===== config.mk =====
export PLATFORM = sky130hd
export DESIGN_NAME = dmem_arbiter
export DESIGN_NICKNAME = d
export VERILOG_FILES = /design/src/rtl/dmem_arbiter.sv
export SDC_FILE = /design/constraint.sdc
export NUM_CORES = 1
export LEC_CHECK = 0
export ABC_AREA = 1
export CORE_AREA = 2 2 163 165
export DETAILED_ROUTE_END_ITERATION = 8
export DIE_AREA = 0 0 165 167
export MAX_ROUTING_LAYER = met4
export PLACE_DENSITY_LB_ADDON = 0.05
export SETUP_SLACK_MARGIN = 0.2
export SYNTH_ARGS = -nofsm -noshare
export SYNTH_HDL_FRONTEND = slang
export SYNTH_SLANG_ARGS = --single-unit

===== constraint.sdc =====
create_clock -name Clock -period 1.84 [get_ports Clock]
set_input_delay 0.46 -clock Clock [delete_from_list [all_inputs] [get_ports Clock]]
set_output_delay 0.46 -clock Clock [all_outputs]
set_load 0.01 [all_outputs]

===== src/rtl/dmem_arbiter.sv =====
// dmem_arbiter: shares one data memory between the processor (P) and a DMA port (D).
// Fixed priority to P with a starvation override, plus a tagged read-return pipe.
module dmem_arbiter #(
  parameter int ADDR_W     = 8,
  parameter int DATA_W     = 64,
  parameter int READ_LAT   = 1,
  parameter int STARVE_LIM = 4
) (
  input  logic              Clock,
  input  logic              Reset,
  input  logic              p_req,
  input  logic              p_wr,
  input  logic [ADDR_W-1:0] p_addr,
  input  logic [DATA_W-1:0] p_wdata,
  output logic              p_gnt,
  output logic              p_stall,
  output logic [DATA_W-1:0] p_rdata,
  output logic              p_rvalid,
  input  logic              d_req,
  input  logic              d_wr,
  input  logic [ADDR_W-1:0] d_addr,
  input  logic [DATA_W-1:0] d_wdata,
  output logic              d_gnt,
  output logic [DATA_W-1:0] d_rdata,
  output logic              d_rvalid,
  output logic              memEn,
  output logic              memWrEn,
  output logic [ADDR_W-1:0] memAddr,
  output logic [DATA_W-1:0] memDataIn,
  input  logic [DATA_W-1:0] memDataOut
);

  logic [3:0]          starve_cnt;
  logic                d_wins;
  logic [READ_LAT-1:0] pipe_v;
  logic [READ_LAT-1:0] pipe_id;

  // D takes the cycle when alone, or when it has waited long enough
  assign d_wins  = d_req & (~p_req | (starve_cnt >= 4'(STARVE_LIM)));
  assign d_gnt   = ~Reset & d_wins;
  assign p_gnt   = ~Reset & p_req & ~d_wins;
  assign p_stall = p_req & ~p_gnt;
  assign memEn   = p_gnt | d_gnt;

  always_comb begin
    memWrEn   = 1'b0;
    memAddr   = '0;
    memDataIn = '0;
    unique case (1'b1)
      p_gnt: begin
        memWrEn   = p_wr;
        memAddr   = p_addr;
        memDataIn = p_wdata;
      end
      d_gnt: begin
        memWrEn   = d_wr;
        memAddr   = d_addr;
        memDataIn = d_wdata;
      end
      default: ;
    endcase
  end

  always_ff @(posedge Clock or posedge Reset) begin
    if (Reset) begin
      starve_cnt <= '0;
    end else if (d_req & ~d_gnt) begin
      if (starve_cnt != 4'hF)
        starve_cnt <= starve_cnt + 4'd1;
    end else begin
      starve_cnt <= '0;
    end
  end

  // Tag each read with its requester; the tag pops out with the memory data
  always_ff @(posedge Clock or posedge Reset) begin
    if (Reset) begin
      pipe_v  <= '0;
      pipe_id <= '0;
    end else begin
      pipe_v[0]  <= memEn & ~memWrEn;
      pipe_id[0] <= d_gnt;
      for (int i = 1; i < READ_LAT; i++) begin
        pipe_v[i]  <= pipe_v[i-1];
        pipe_id[i] <= pipe_id[i-1];
      end
    end
  end

  assign p_rvalid = pipe_v[READ_LAT-1] & ~pipe_id[READ_LAT-1];
  assign d_rvalid = pipe_v[READ_LAT-1] & pipe_id[READ_LAT-1];
  assign p_rdata  = memDataOut;
  assign d_rdata  = memDataOut;

endmodule

==> flow_summary.ini <==
[outcome]
status = finished, violations left
violations = negative setup slack

[grt]
grt_pass1_wl_um = 17800
antenna_found_initial = 0
track_usage = 0.0913
grt_pass1_vias = 2914
overflow = 0
grt_max_degree = 19

[worst_setup_path]
setup.worst_path.start_class = register
cp.required_ns = 1.38
arrival_ns = 1.78
cp-end-kind = primary output
cp_common_cell = nand2_4
cp_cell_sequence = nor2_4, nand2_4, nand2_4, nand2_4, inv_4, buf_12, buf_12, buf_6, buf_16, nand2_2, nand2_1, buf_2
cp_num_buf_inv = 6
critPathMaxFanout = 5
cpLargestDelayFamily = buffers and inverters
cpPeakStageDelay_ns = 0.40
critPathKind = reg -> out
crit_slowest_cell = dfrtp_1

[yosys]
synth_cells = 406
syn_area_per_cell_um2 = 5.49
yosys_register_bits = 6
syn_nets = 621
synth_seq_area_share = 0.0674
ys_types = 14
syn_area_mm2 = 0.00223
yosys_warnings = 0

[detailed_routing]
drt_iter0_drc = 46
vias_per_cell = 3.27
wl_per_cell_um = 15.5
wl_um = 13800
final_antenna_net_count = 0
vias = 2915
drc = 0
drtPass1Iterations = 4

[run]
cap_violations = 0

[die]
dieArea_mm2 = 0.0276
num_io_pins = 421
rows = 59
initial_utilization = 0.0864
die_x_um = 165
core_area_mm2 = 0.0258
dieHeight_um = 167

[place]
io_buffers = 228
dp_hpwl_um = 8320
gp_congestion = 0.687
place_ws_ns = -0.926

[sta]
min_period_ns = 2.24
slew_headroom = 0.806
slew_viol_final = 0
finalCritPeriodShare = 1.22
setup_viol = 77
skew_ns = 0.00101
hold_viol_final = 0
fmax_ghz = 0.447
rsz0062_at_grt = yes
worst_slew_pin_slew_ns = 0.287
setup_tns_ns = -26.87
worst_slack_ns = -0.399

[cells_and_area]
area_growth_syn_to_layout_pct = 144
diodes = 0
fillers = 2901
drive_gt1_frac = 0.531
final_nets = 774

[cts]
cts_buffer_depth = 2
clock-sinks = 6
clk_pin_slew_ns = 0.03
insertion_delay_ns = 0.23
cts_root_buf = clkbuf_16
htree_levels = 1
cts_tree = built
cts_made_buffers = 3

[power]
leakage_uw = 0.00270
power_density_mw_per_mm2 = 308
total_power_uw = 1680
vdd_drop_max_mv = 0.178

[hold_path]
hold_class = in -> async
cells in the final DEF (no fill, tap or decap), drive strengths merged:
master and instances:
clkinvlp 1, nand2 227, a21oi 2, xnor2 1, nand4 1, clkdlybuf4s15 2
nor2 8, nand3 3, o21ai 4, buf 138, ha 1, dfrtp 6
clkdlybuf4s50 146, dlygate4sd2 3, clkbuf 5, inv 9
cell type report:
| class | count | area (um^2) | share of cell area |
|---|---|---|---|
| sequential | 6 | 150 | 0.0276 |
| clock buffer | 3 | 75.1 | 0.0138 |
| tap | 335 | 419 | 0.0771 |
| timing repair buffer | 291 | 3170 | 0.584 |
| inverter | 10 | 51.3 | 0.00944 |
| multi-input combinational | 247 | 1570 | 0.288 |
layer usage:
layer  part of all wire  vias to the layer above  track usage  wire length [um]
met5                  0                        -            -                 0
met4              0.031                        0       0.0352               433
met3              0.090                       52       0.0194              1250
met2               0.52                      176        0.169              7210
met1               0.36                     1298       0.0927              4940
li1                   -                     1389            -                 -
final timing paths:
check	startpoint	endpoint	slack, ns	cells past startpoint
setup / recovery	starve_cnt[2]	memDataIn[8]	-0.40	12
hold / removal	Reset	starve_cnt[1]	0.38	3
setup reg to reg	starve_cnt[2]	pipe_id	0.20	10
hold reg to reg	starve_cnt[0]	starve_cnt[0]	0.58	2
max in group asynchronous	Reset	pipe_id	1.34	3
min in group Clock	starve_cnt[0]	starve_cnt[0]	0.58	2
worst min-delay path, cell delays in order:
cell	delay, ns
clkdlybuf4s15_2	0.23
clkinvlp_4	0.11
buf_6	0.14
synth_stat cells:
| library cell | instances | area [um^2] |
|---|---|---|
| inv_1 | 8 | 30.0 |
| o21ai_0 | 4 | 20.0 |
| nor2_1 | 8 | 30.0 |
| buf_2 | 6 | 30.0 |
| buf_4 | 130 | 976 |
| nand4_1 | 1 | 6.26 |
| inv_2 | 2 | 7.51 |
| a21oi_1 | 2 | 10.0 |
| nand3_1 | 3 | 15.0 |
| ha_1 | 1 | 12.5 |
| buf_6 | 7 | 78.8 |
| nand2_1 | 227 | 852 |
| xnor2_1 | 1 | 8.76 |
| dfrtp_1 | 6 | 150 |
metrics by stage:
| step | instance area [um^2] | std cells | utilization | hold slack (ns) |
|---|---|---|---|---|
| 6_report | 5440 | 892 | 0.211 | 0.383 |
| 5_1_grt | 5440 | 892 | 0.211 | 0.398 |
| 3_5_place_dp | 3980 | 837 | 0.154 | 0.571 |
| 3_3_place_gp | 3980 | 837 | 0.154 | 0.587 |
| 2_1_floorplan | 2230 | 406 | - | 0.236 |
| 4_1_cts | 4730 | 881 | 0.184 | 0.356 |
where the power goes:
group	internal, uW	switching (uW)
registers	141	6.24
logic	710	465
clock network	279	73.3
total	1130	545
timing repair:
| item | in CTS | in global routing |
|---|---|---|
| pin swaps | 5 | 33 |
| hold buffers | 0 | 0 |
| setup buffers | 28 | 9 |
| cloned | 13 | 2 |
| gates resized for setup | 433 | 161 |
| endpoints found under the hold margin | 0 | 0 |
| endpoints found under the setup margin | 79 | 77 |
state kept, by name, indices dropped and copies added (netlist names):
| register | cells |
|---|---|
| pipe_id | 1 |
| starve_cnt | 4 |
| pipe_v | 1 |
kinds of logic (layout without fill, tap and decap cells):
kind of cell,count (synthesis),in the layout,share of synthesized area
fa+ha+maj,1,1,0.00562
flops,6,6,0.0674
simple gates,239,239,0.406
compound gates,6,6,0.0135
buf+inv,153,304,0.504
xor+xnor,1,1,0.00393
No activity file was read; power rests on OpenSTA's default activity.
